File: config.mk
export PLATFORM = sky130hd
export DESIGN_NAME = spart_rx
export DESIGN_NICKNAME = d
export VERILOG_FILES = /design/src/rtl/spart_pkg.sv /design/src/rtl/spart_fifo.sv /design/src/rtl/spart_rx.sv
export SDC_FILE = /design/constraint.sdc
export NUM_CORES = 1
export LEC_CHECK = 0
export ABC_CLOCK_PERIOD_IN_PS = 5850
export BUFFER_PORTS_ARGS = -buffer_cell sky130_fd_sc_hd__buf_4
export CORE_ASPECT_RATIO = 0.5
export CORE_UTILIZATION = 68
export CTS_BUF_LIST = sky130_fd_sc_hd__clkbuf_4
export CTS_CLUSTER_DIAMETER = 100
export DETAILED_ROUTE_END_ITERATION = 6
export PLACE_DENSITY = 0.91
export SYNTH_ARGS = -nofsm -noshare
export SYNTH_HDL_FRONTEND = slang
export SYNTH_SLANG_ARGS = --single-unit
File: constraint.sdc
create_clock -name clk -period 5.85 [get_ports clk]
set_input_delay 1.17 -clock clk [delete_from_list [all_inputs] [get_ports clk]]
set_output_delay 1.17 -clock clk [all_outputs]
set_load 0.02 [all_outputs]
File: src/rtl/spart_pkg.sv
// Shared types and constants for the SPART receive path.
//   rx_state_t  : receiver FSM states
//   PARITY_EVEN : parity-select value for even parity
//   PARITY_ODD  : parity-select value for odd parity
package spart_pkg;

    typedef enum logic [2:0] {
        StIdle,
        StStart,
        StData,
        StParity,
        StStop
    } rx_state_t;

    localparam logic PARITY_EVEN = 1'b0;
    localparam logic PARITY_ODD  = 1'b1;

endpackage

File: src/rtl/spart_fifo.sv
// Small synchronous FIFO for received SPART words.
//   clk, rst : clock and synchronous active-high reset (clears storage, pointers, count)
//   push     : write wdata; ignored when full unless a pop happens in the same cycle
//   pop      : drop the head entry; ignored when empty
//   wdata    : word to write
//   head     : current head entry, all zeros when empty
//   full     : DEPTH entries held
//   empty    : no entries held
module spart_fifo #(
    parameter int unsigned WIDTH = 8,
    parameter int unsigned DEPTH = 4
) (
    input  logic             clk,
    input  logic             rst,
    input  logic             push,
    input  logic             pop,
    input  logic [WIDTH-1:0] wdata,
    output logic [WIDTH-1:0] head,
    output logic             full,
    output logic             empty
);

    localparam int unsigned PtrW = $clog2(DEPTH);
    localparam logic [PtrW:0] CountFull = (PtrW + 1)'(DEPTH);

    logic [WIDTH-1:0] mem_q [DEPTH];
    logic [PtrW-1:0]  wr_ptr_q;
    logic [PtrW-1:0]  rd_ptr_q;
    logic [PtrW:0]    count_q;
    logic             do_pop;
    logic             do_push;

    assign empty   = (count_q == '0);
    assign full    = (count_q == CountFull);
    assign do_pop  = pop && !empty;
    // A pop from a full FIFO frees the slot the simultaneous push needs.
    assign do_push = push && (!full || do_pop);
    assign head    = empty ? '0 : mem_q[rd_ptr_q];

    always_ff @(posedge clk) begin
        if (rst) begin
            mem_q    <= '{default: '0};
            wr_ptr_q <= '0;
            rd_ptr_q <= '0;
            count_q  <= '0;
        end else begin
            if (do_push) begin
                mem_q[wr_ptr_q] <= wdata;
                wr_ptr_q        <= wr_ptr_q + 1'b1;
            end
            if (do_pop) begin
                rd_ptr_q <= rd_ptr_q + 1'b1;
            end
            case ({do_push, do_pop})
                2'b10:   count_q <= count_q + 1'b1;
                2'b01:   count_q <= count_q - 1'b1;
                default: count_q <= count_q;
            endcase
        end
    end

endmodule

File: src/rtl/spart_rx.sv
// SPART serial receiver: 2-flop line synchroniser, 3-sample majority voter, frame FSM,
// receive FIFO and sticky error flags.
//   clk, rst   : clock and synchronous active-high reset
//   baud_en    : oversample tick (OVERSAMPLE per bit)
//   rxd        : asynchronous serial line, idles high
//   rd         : pop the FIFO head (ignored when empty)
//   err_clr    : clear all sticky error flags (a same-cycle set wins)
//   dout       : FIFO head word, zero when empty
//   rda        : FIFO non-empty
//   frame_err  : sticky, stop bit sampled 0
//   parity_err : sticky, parity mismatch
//   overrun    : sticky, word dropped because the FIFO was full
module spart_rx #(
    parameter int unsigned DATA_BITS  = 8,
    parameter int unsigned OVERSAMPLE = 16,
    parameter int unsigned FIFO_DEPTH = 4,
    parameter int unsigned PARITY_EN  = 0,
    parameter int unsigned PARITY_ODD = 0
) (
    input  logic                 clk,
    input  logic                 rst,
    input  logic                 baud_en,
    input  logic                 rxd,
    input  logic                 rd,
    input  logic                 err_clr,
    output logic [DATA_BITS-1:0] dout,
    output logic                 rda,
    output logic                 frame_err,
    output logic                 parity_err,
    output logic                 overrun
);

    import spart_pkg::*;

    localparam int unsigned SW = $clog2(OVERSAMPLE);
    localparam int unsigned BW = $clog2(DATA_BITS + 1);
    localparam logic [SW-1:0] SMidM1 = SW'(OVERSAMPLE / 2 - 1);
    localparam logic [SW-1:0] SMid   = SW'(OVERSAMPLE / 2);
    localparam logic [SW-1:0] SMidP1 = SW'(OVERSAMPLE / 2 + 1);
    localparam logic [SW-1:0] SLast  = SW'(OVERSAMPLE - 1);
    localparam logic [BW-1:0] BLast  = BW'(DATA_BITS);
    localparam logic ParitySel = (PARITY_ODD != 0) ? spart_pkg::PARITY_ODD : PARITY_EVEN;

    rx_state_t            state_q;
    logic [1:0]           sync_q;
    logic [SW-1:0]        s_cnt_q;
    logic [BW-1:0]        bit_cnt_q;
    logic [1:0]           vote_q;
    logic [DATA_BITS-1:0] shift_q;
    logic                 pe_pending_q;
    logic                 frame_err_q;
    logic                 parity_err_q;
    logic                 overrun_q;

    logic rxd_s;
    logic decide;
    logic at_last;
    logic bit_val;
    logic push;
    logic fifo_full;
    logic fifo_empty;

    assign rxd_s   = sync_q[1];
    assign decide  = baud_en && (state_q != StIdle) && (s_cnt_q == SMidP1);
    assign at_last = (s_cnt_q == SLast);
    // Majority of the two stored samples and the live third sample.
    assign bit_val = (vote_q[0] & vote_q[1]) | (vote_q[0] & rxd_s) | (vote_q[1] & rxd_s);
    // Push at the stop-bit decision rather than the end of the stop bit.
    assign push    = decide && (state_q == StStop);

    spart_fifo #(
        .WIDTH (DATA_BITS),
        .DEPTH (FIFO_DEPTH)
    ) u_fifo (
        .clk   (clk),
        .rst   (rst),
        .push  (push),
        .pop   (rd),
        .wdata (shift_q),
        .head  (dout),
        .full  (fifo_full),
        .empty (fifo_empty)
    );

    assign rda        = !fifo_empty;
    assign frame_err  = frame_err_q;
    assign parity_err = parity_err_q;
    assign overrun    = overrun_q;

    always_ff @(posedge clk) begin
        if (rst) begin
            state_q      <= StIdle;
            sync_q       <= 2'b11;
            s_cnt_q      <= '0;
            bit_cnt_q    <= '0;
            vote_q       <= 2'b11;
            shift_q      <= '0;
            pe_pending_q <= 1'b0;
            frame_err_q  <= 1'b0;
            parity_err_q <= 1'b0;
            overrun_q    <= 1'b0;
        end else begin
            sync_q <= {sync_q[0], rxd};

            // Clear first so that a same-cycle set below takes priority.
            if (err_clr) begin
                frame_err_q  <= 1'b0;
                parity_err_q <= 1'b0;
                overrun_q    <= 1'b0;
            end
            if (push && !bit_val) begin
                frame_err_q <= 1'b1;
            end
            if (push && pe_pending_q) begin
                parity_err_q <= 1'b1;
            end
            // A simultaneous rd makes room, so only a push without rd into a full FIFO drops.
            if (push && fifo_full && !rd) begin
                overrun_q <= 1'b1;
            end

            if (baud_en) begin
                if (state_q != StIdle) begin
                    s_cnt_q <= at_last ? '0 : s_cnt_q + 1'b1;
                    if (s_cnt_q == SMidM1) vote_q[0] <= rxd_s;
                    if (s_cnt_q == SMid)   vote_q[1] <= rxd_s;
                end

                unique case (state_q)
                    StIdle: begin
                        if (!rxd_s) begin
                            state_q      <= StStart;
                            s_cnt_q      <= '0;
                            pe_pending_q <= 1'b0;
                        end
                    end
                    StStart: begin
                        if (decide && bit_val) begin
                            state_q <= StIdle;  // false start
                        end else if (at_last) begin
                            state_q   <= StData;
                            bit_cnt_q <= '0;
                        end
                    end
                    StData: begin
                        if (decide) begin
                            shift_q   <= {bit_val, shift_q[DATA_BITS-1:1]};
                            bit_cnt_q <= bit_cnt_q + 1'b1;
                        end
                        if (at_last && (bit_cnt_q == BLast)) begin
                            state_q <= (PARITY_EN != 0) ? StParity : StStop;
                        end
                    end
                    StParity: begin
                        if (decide && (bit_val != ((^shift_q) ^ ParitySel))) begin
                            pe_pending_q <= 1'b1;
                        end
                        if (at_last) begin
                            state_q <= StStop;
                        end
                    end
                    StStop: begin
                        if (decide) begin
                            state_q <= StIdle;
                        end
                    end
                    default: state_q <= StIdle;
                endcase
            end
        end
    end

endmodule

==> results of run 1 <==
## sequential cells by signal (all words and copies together), names as in the netlist, 2 cells and up
register,flops
state_q,3
vote_q,2
s_cnt_q,4
u_fifo.rd_ptr_q,2
u_fifo.mem_q,32
u_fifo.count_q,3
shift_q,8
sync_q,2
u_fifo.wr_ptr_q,2
bit_cnt_q,4
## stage by stage
stage                     total power, W  setup WS, ns
after global routing            0.000757          2.50
after detailed placement        0.000495          2.20
after CTS                       0.000735          2.59
after floorplan                 0.000486          2.65
final                           0.000733          2.61
after global placement          0.000494          2.36
## cell usage after synthesis, types with 2 or more instances
cell type,number
xnor2_1,8
nand4b_1,2
clkbuf_1,16
and2_1,11
or3_1,6
mux2i_1,11
and3_1,3
nor3_1,4
a22oi_1,2
ha_1,10
nand2b_1,2
a21oi_1,43
nand2_1,44
buf_6,2
inv_1,13
or2_2,2
dfxtp_1,66
xor2_1,5
buf_2,5
nor2_1,22
nand3b_1,3
mux4_2,8
nand3_1,38
o21ai_0,4
clkbuf_2,2
nor2b_1,5
## cell type report
cell class	count	area, sq um	share of cell area, %
Clock buffer	12	90.1	2.72
Clock inverter	3	17.5	0.529
Inverter	13	48.8	1.47
Multi-Input combinational cell	249	1630	49.3
Sequential cell	66	1320	39.9
Tap cell	54	67.6	2.04
Timing Repair Buffer	18	135	4.08
## layer usage
metal  GRT usage, %  up-vias  part of all wire [%]
li1               -     1221                     -
met1           35.1     1165                    44
met2           48.5       74                    48
met3           7.09       15                   6.1
met4           11.9        0                   1.8
met5              0        -                     0
## final timing paths
| kind | slack (ns) | start | to | cells after the start |
|---|---|---|---|---|
| min reg2reg | 0.42 | sync_q[0] | sync_q[1] | 1 |
| min | 0.42 | sync_q[0] | sync_q[1] | 1 |
| max reg2reg | 3.11 | u_fifo.count_q[0] | u_fifo.count_q[2] | 10 |
| max | 2.61 | rd | u_fifo.count_q[2] | 11 |
## cells by family after synthesis
group                    Yosys count  share of synthesized area, %
buffers and inverters             40                          5.68
multiplexers                      19                          9.29
flip-flops                        66                          42.3
AO/OA/AOI/OAI                     57                          10.3
AND/OR/NAND/NOR                  147                          23.1
XOR/XNOR                          14                          4.36
adder cells (fa/ha/maj)           12                          4.96
## report_power, final
group / switching (W) / internal [W] / total (W) / leakage, nW
Combinational: 0.0000197 / 0.0000106 / 0.0000303 / 0.564
Clock: 0.000150 / 0.0000983 / 0.000248 / 0.0632
Sequential: 0.00000309 / 0.000452 / 0.000455 / 0.532
Total: 0.000173 / 0.000561 / 0.000733 / 1.16
==> results by group, run 1 <==
Synthesis
  – Ys flop type: dfxtp_1
  – Post-synth EDFFs: 0
  – Dominant cells by area after synthesis: dfxtp_1 (42%), a21oi_1 (6.9%), nand3_1 (6.1%)
  – Post-synth top area share: 42.3%
  – Largest area contributor in the netlist: dfxtp_1
  – Synth Cell Area: 3130 sq um
  – Post-synthesis cell count: 355
  – Synth unique cells: 44
  – Sequential area share after synthesis: 42.3%
  – Syn_area_per_cell: 8.80 sq um
  – Synthesized flop and latch total: 66
  – Async SR Flop Fraction: 0%
  – Yosys warnings: 0
  – Syn_nets: 372

GRT
  – Pin count of the biggest net entering global routing: 66
  – GRT overflow: 0
  – First-pass GRT wire length: 10700 um
  – Vias in the first global route: 2378
  – Initial antenna violation count: 0
  – Tot GR Track Use: 28.5%

Final layout
  – Final Cell Area: 3310 sq um
  – Cell Count, Final, Fillers Out: 415
  – Most common cell after layout, fill and taps aside: dfxtp_1
  – Fill count: 260
  – Fin util: 80.0%
  – Layout cells sized above 1: 12.7%
  – Antenna diodes: 0
  – Most frequent cells in the layout: dfxtp_1 (66), nand2_1 (44), a21oi_1 (43)
  – Layout area overhead: 6.00%
  – Final #Nets: 374

CTS
  – # H-tree levels: 3
  – Clock Pin Slew Worst Setup and Hold Paths: 0.10 ns
  – CTS Sinks: 66
  – CTS tree: built
  – Hold-fix buffers, CTS: 0
  – Maximum root-to-sink buffer count: 2
  – CTS buffer count: 9
  – Post-CTS sizing: 0
  – Clock Tree Root: clkbuf_4
  – Worst-skew pair later-pin latency: 0.40 ns
  – Post-CTS Setup Repair Bufs: 0

Route
  – Via Count: 2475
  – Post-detailed-route wirelength per cell: 15.3 um
  – First DRT Iteration DRCs: 159
  – Post-Route WL: 6330 um
  – Post-route antenna net violation count: 0
  – First drt pass iteration count: 6
  – DRC violations left: 2
  – Vias per cell: 5.96

Die
  – Core area: 4140 sq um
  – Die ar.: 4890 sq um
  – IO Pins: 18
  – Die W: 97.9 um
  – Die height: 49.9 um
  – Initial Util: 75.4%
  – Rows: 16

Critical path
  – CP cell instances: buf_4, nor4b_1, nor3_4, buf_4, inv_1, ha_1, inv_1, fa_1, xor2_1, or3_1, a21oi_1
  – Critical path fanouts, max: 39
  – CP startpoint kind: input port
  – CP bufs+invs: 4
  – Largest delay contributor family on the critical path: simple AND/OR/NAND/NOR gates
  – Critical path's slowest cell: nor4b_1
  – Arrival @ worst endpoint: 3.57 ns
  – CP Capture Type: register
  – Critical path's largest stage delay: 0.55 ns
  – Worst Path Required: 6.18 ns
  – Crit path kind: in2reg

Timing
  – RSZ-0062 raised after global routing: false
  – Fin Hold WS: 0.417 ns
  – Worst slew margin: 56.7%
  – Endpoints failing setup: 0
  – Setup TNS: 0 ns
  – Tcrit/Tclk final: 55.3%
  – Clock skew: 0.0125 ns
  – Max Fclk: 309 MHz
  – Final Max Tran Viols: 0
  – Hold Vio Cnt, Final: 0
  – Worst Tran Pin Value: 0.640 ns
  – Crit path time final: 3.24 ns

Run status
  – Status: finished, violations left
  – Failing checks: design-rule violations

Flow run
  – Max cap viols: 0

Pwr
  – Cell Pwr Density: 221 nW/um^2
  – Peak supply drop: 145 uV
  – Leak pwr: 1.16 nW

Placed design
  – Placed instance area: 3210 sq um
  – Placed insts: 400
  – Port bufs: 17
  – HPWL after DPL: 4330 um
  – Routability congestion estimate: 0.799

Worst hold path
  – Hold Path Class: reg2reg
Note: power is estimated with default switching activity, not from simulation.
==> run 2, diff against run 1 <==
- ABC_CLOCK_PERIOD_IN_PS: 5850 -> 2700
- CORE_UTILIZATION: 68 -> 57
- PLACE_DENSITY: 0.91 -> 0.81
- clock period: 5.85 -> 2.7 ns (I/O delays scaled with it)
==> run 2 against run 1 <==
The flow now finishes without violations. Sequential power increased by 120%. Combinational power increased by 110%. Largest power group unchanged. Die area increased by 19%. Wire length decreased by 2.5%. Worst hold slack got worse by 0.097 ns. Setup slack got worse by 2.3 ns. Clock power increased to 2.5 times the previous value. Critical path depth decreased by 7. Final cell count increased by 4.6%.
==> results by group, run 2 (same netlist as run 1, synthesis figures left out) <==
CTS
  – Hold-fix buffers, CTS: 0
  – Clock Pin Slew Worst Setup and Hold Paths: 0.10 ns
  – Post-CTS Setup Repair Bufs: 0
  – Maximum root-to-sink buffer count: 2
  – Worst-skew pair later-pin latency: 0.41 ns
  – Clock Tree Root: clkbuf_4
  – CTS Sinks: 66
  – # H-tree levels: 3
  – CTS buffer count: 9
  – CTS tree: built
  – Post-CTS sizing: 0

Route
  – Post-route antenna net violation count: 0
  – Post-Route WL: 6180 um
  – Vias per cell: 5.59
  – Post-detailed-route wirelength per cell: 14.2 um
  – DRC violations left: 0
  – First DRT Iteration DRCs: 137
  – Via Count: 2427
  – First drt pass iteration count: 4

Critical path
  – CP Capture Type: primary output
  – Largest delay contributor family on the critical path: multiplexers
  – Critical path's slowest cell: mux4_2
  – Critical path fanouts, max: 10
  – CP bufs+invs: 2
  – CP cell instances: buf_4, mux4_2, and2_1, buf_4
  – CP startpoint kind: register
  – Critical path's most frequent cell: buf_4
  – Crit path kind: reg2out
  – Arrival @ worst endpoint: 1.80 ns
  – Worst Path Required: 2.16 ns
  – Critical path's largest stage delay: 0.53 ns

GRT
  – Tot GR Track Use: 23.1%
  – Vias in the first global route: 2201
  – Pin count of the biggest net entering global routing: 66
  – GRT overflow: 0
  – Initial antenna violation count: 0
  – First-pass GRT wire length: 10100 um

Run status
  – Status: completed

Final layout
  – Most frequent cells in the layout: dfxtp_1 (66), nand2_1 (44), a21oi_1 (43)
  – Final #Nets: 376
  – Fin util: 66.3%
  – Biggest register: u_fifo.mem_q
  – Fill count: 415
  – Max reg flops: 32
  – Biggest regs: u_fifo.mem_q x32, shift_q x8
  – Final Cell Area: 3370 sq um
  – Layout area overhead: 7.93%
  – Most common cell after layout, fill and taps aside: dfxtp_1
  – Antenna diodes: 0
  – Cell Count, Final, Fillers Out: 434
  – Layout cells sized above 1: 13.5%

Timing
  – Final Max Tran Viols: 0
  – Setup TNS: 0 ns
  – Worst slew margin: 57.3%
  – Endpoints failing setup: 0
  – Clock skew: 0.0137 ns
  – Worst Tran Pin Value: 0.641 ns
  – Tcrit/Tclk final: 86.6%
  – RSZ-0062 raised after global routing: false
  – Hold Vio Cnt, Final: 0
  – Max Fclk: 428 MHz
  – Crit path time final: 2.34 ns

Placed design
  – Placed insts: 418
  – Placed instance area: 3240 sq um
  – HPWL after DPL: 4090 um
  – Port bufs: 17
  – Routability congestion estimate: 0.788

Worst hold path
  – Hold Path Class: in2reg

Pwr
  – Peak supply drop: 323 uV
  – Leak pwr: 1.18 nW
  – Cell Pwr Density: 497 nW/um^2
  – Design Power: 0.00168 W

Die
  – Die W: 107 um
  – IO Pins: 18
  – Die height: 54.4 um
  – Rows: 18
  – Initial Util: 61.4%
  – Die ar.: 5800 sq um
  – Core area: 5090 sq um

Flow run
  – Max cap viols: 0
run 2: changes by cell type in the layout (fill, tap and decap cells not counted):
cell | before | now
clkinv_2 | 2 | 4
buf_4 | 18 | 20
clkbuf_4 | 12 | 10
bufinv_16 | 0 | 1
run 2: layer usage:
metal	wire length, um	global-route usage [%]
met3	399	7.38
met4	99	9.36
met1	2740	27.7
met2	2940	40.0
met5	0	0
run 2: power by group:
group | total, W | switching (W) | internal [W]
combinational | 0.0000651 | 0.0000421 | 0.0000230
sequential | 0.000986 | 0.00000656 | 0.000979
clock | 0.000626 | 0.000340 | 0.000286
run 2: worst paths after layout:
path | startpoint | to | slack (ns) | depth (start not counted)
worst max-delay path | u_fifo.rd_ptr_q[0] | dout[7] | 0.36 | 4
worst max register to register | u_fifo.count_q[0] | u_fifo.count_q[2] | 0.37 | 8
worst min-delay path | rxd | sync_q[0] | 0.32 | 2
worst min register to register | sync_q[0] | sync_q[1] | 0.42 | 1
run 2: through the flow:
| stage | setup slack (ns) | hold WS, ns |
|---|---|---|
| final | 0.362 | 0.320 |
| after floorplan | 0.129 | 0.389 |
| after CTS | 0.334 | 0.293 |
| after detailed placement | 0.185 | 0.398 |
| after global placement | 0.278 | 0.395 |
| after global routing | 0.209 | 0.279 |
run 2: layout make-up:
type                            instances  area [sq um]  area share (%)
Multi-Input combinational cell        249          1630            48.4
Sequential cell                        66          1320            39.2
Timing Repair Buffer                   20           150            4.45
Tap cell                               70          87.6            2.60
Clock buffer                           10          75.1            2.23
Clock inverter                          6          57.6            1.71
Inverter                               13          48.8            1.45
run 2: worst register-to-register path: stages, from the launching register on:
cell,delay (ns)
dfxtp_1,0.39
or3_1,0.36
and2_1,0.26
ha_1,0.20
inv_1,0.06
fa_1,0.37
xor2_1,0.15
or3_1,0.30
a21oi_1,0.16
==> run 3, diff against run 2 <==
- SYNTH_HIERARCHICAL: unset -> 1
==> run 3 against run 2 <==
Design area up 6.6%. Count of clock-buffer cells in the layout decreased by 1. Combinational power is 31% lower. Fmax is 8.4% lower. Die area increased by 6.4%. Global-route usage grew 0.43 points. Sequential cell count did not move. Via count down 1.2%. Clock power down 15%. Final cell count fell by 0.46%. Critical path type is now reg2reg. Critical endpoint is now u_fifo/count_q[2].
==> results by group, run 3 <==
CTS
  – Worst-skew pair later-pin latency: 0.44 ns
  – # H-tree levels: 3
  – Hold-fix buffers, CTS: 0
  – Maximum root-to-sink buffer count: 2
  – Post-CTS Setup Repair Bufs: 0
  – CTS Sinks: 66
  – Clock Pin Slew Worst Setup and Hold Paths: 0.10 ns
  – CTS buffer count: 9
  – CTS tree: built
  – Clock Tree Root: clkbuf_4

GRT
  – Pin count of the biggest net entering global routing: 76
  – Vias in the first global route: 2309
  – Initial antenna violation count: 0
  – GRT overflow: 0
  – First-pass GRT wire length: 10700 um
  – Tot GR Track Use: 23.6%

Critical path
  – Crit path kind: reg2reg
  – Worst r2r path cells: 12
  – Critical path fanouts, max: 5
  – Arrival @ worst endpoint: 2.92 ns
  – CP Capture Type: register
  – CP startpoint kind: register
  – Reg2Reg Setup Slack: 0.15 ns
  – Worst Path Required: 3.06 ns

Synthesis
  – Async SR Flop Fraction: 0%
  – Synth cell count leaders: dfxtp_1 (66), nand2b_1 (42), mux2i_1 (40), nor2_1 (30), inv_1 (19)
  – Synthesized flop and latch total: 66
  – Count leader, synth: dfxtp_1
  – Sequential area share after synthesis: 39.7%
  – Yosys warnings: 6
  – Post-synthesis cell count: 340
  – Post-synth top area share: 39.7%
  – Syn_nets: 357
  – Dominant cells by area after synthesis: dfxtp_1 (40%), mux2i_1 (12%), nand2b_1 (7.9%)
  – Ys flop type: dfxtp_1
  – Synth unique cells: 53
  – Syn_area_per_cell: 9.80 sq um
  – Synth Cell Area: 3330 sq um
  – Largest area contributor in the netlist: dfxtp_1
  – Post-synth EDFFs: 0

Worst hold path
  – Hold depth: 2
  – Hold Path Class: in2reg

Die
  – Rows: 19
  – Die W: 110 um
  – Core area: 5560 sq um
  – Die height: 56.1 um
  – IO Pins: 18
  – Initial Util: 59.9%
  – Die ar.: 6170 sq um

Timing
  – Fin Hold WS: 0.286 ns
  – Tcrit/Tclk final: 94.6%
  – Crit path time final: 2.55 ns
  – Endpoints failing setup: 0
  – Final Max Tran Viols: 0
  – RSZ-0062 raised after global routing: false
  – Worst slew margin: 59.7%
  – Clock skew: 0.0138 ns
  – Setup TNS: 0 ns
  – Hold Vio Cnt, Final: 0
  – Worst Tran Pin Value: 0.605 ns
  – Max Fclk: 392 MHz

Pwr
  – Cell Pwr Density: 432 nW/um^2
  – Leak pwr: 1.49 nW
  – Peak supply drop: 270 uV
  – Design Power: 0.00155 W

Route
  – First DRT Iteration DRCs: 112
  – Post-detailed-route wirelength per cell: 14.9 um
  – First drt pass iteration count: 4
  – Post-route antenna net violation count: 0
  – DRC violations left: 0
  – Vias per cell: 5.55
  – Post-Route WL: 6420 um
  – Via Count: 2398

Placed design
  – Port bufs: 17
  – HPWL after DPL: 4460 um
  – Routability congestion estimate: 0.861

Flow run
  – Max cap viols: 0

Final layout
  – Most common cell after layout, fill and taps aside: dfxtp_1
  – Layout cells sized above 1: 15.9%
  – Fill count: 473
  – Biggest regs: u_fifo/mem_q x32, shift_q x8
  – Max reg flops: 32
  – Antenna diodes: 0
  – Biggest register: u_fifo/mem_q
  – Most frequent cells in the layout: dfxtp_1 (63), nand2b_1 (42), mux2i_1 (40)
  – Final #Nets: 371
  – Layout area overhead: 7.93%

Run status
  – Status: completed
run 3: changes by cell type in the layout (fill, tap and decap cells not counted), sizes merged, moves of 3 or more:
cell / before / now
nor2b: 5 / 13
o21ai: 5 / 11
mux2i: 11 / 40
nand2: 44 / 7
a21oi: 44 / 13
inv: 13 / 19
nand3: 38 / 8
nor2: 22 / 30
or3: 6 / 3
nand2b: 2 / 42
and2: 11 / 1
run 3: cells by family (layout without fill, tap and decap cells):
| logic type | Yosys count | count (layout) | synth area share, % |
|---|---|---|---|
| simple gates | 124 | 124 | 21.6 |
| flops | 66 | 66 | 39.7 |
| mux | 48 | 48 | 17.4 |
| compound gates | 41 | 41 | 8.11 |
| buf+inv | 38 | 57 | 5.30 |
| xor+xnor | 12 | 12 | 3.57 |
| fa+ha+maj | 11 | 11 | 4.36 |
run 3: critical path, cell delays in order (launching register included):
cell and delay [ns]:
dfxtp_4 0.38, inv_1 0.06, ha_2 0.19, and3_1 0.19
and4_1 0.22, and2_1 0.17, inv_1 0.06, ha_1 0.16
inv_1 0.06, fa_1 0.38, xor2_1 0.16, or3_1 0.31
a21oi_1 0.14
run 3: cell type report:
class / count / area [sq um] / area share [%]
multi-input combinational: 236 / 1840 / 51.1
inverter: 19 / 71.3 / 1.98
clock buffer: 9 / 67.6 / 1.88
tap: 73 / 91.3 / 2.54
clock inverter: 7 / 36.3 / 1.01
timing repair buffer: 22 / 165 / 4.59
sequential: 66 / 1330 / 36.9
run 3: power breakdown:
part / switching (W) / leakage [nW] / internal, W
registers: 0.00000325 / 0.534 / 0.000974
clock network: 0.000355 / 0.0542 / 0.000176
logic: 0.0000249 / 0.904 / 0.0000203
run 3: per-layer routing:
metal  GRT usage [%]  wire length, um  up-vias
met2            38.1             3040       51
met5               0                0        -
met3            8.08              280       16
met4            11.3              148        0
met1            28.0             2950     1135
li1                -                -     1196
run 3: through the flow:
step | cell area [sq um] | utilization (%) | cells | setup slack, ns
after global routing | 3590 | 64.6 | 432 | 0.0277
final | 3590 | 64.6 | 432 | 0.146
after floorplan | 3330 | - | 340 | 0.0364
after global placement | 3480 | 62.6 | 416 | 0.0633
after CTS | 3590 | 64.5 | 432 | 0.0438
after detailed placement | 3480 | 62.6 | 416 | -0.0361
run 3: timing repair:
action                                 in CTS  in global routing
endpoints found under the hold margin       0                  0
gates resized for setup                     0                  5
setup endpoints to repair                   0                  5
run 3: final timing paths:
| path | start | to |
|---|---|---|
| worst max-delay path | s_cnt_q[1] | u_fifo/count_q[2] |
| worst min-delay path | rxd | sync_q[0] |
| worst max register to register | s_cnt_q[1] | u_fifo/count_q[2] |
| worst min register to register | sync_q[0] | sync_q[1] |
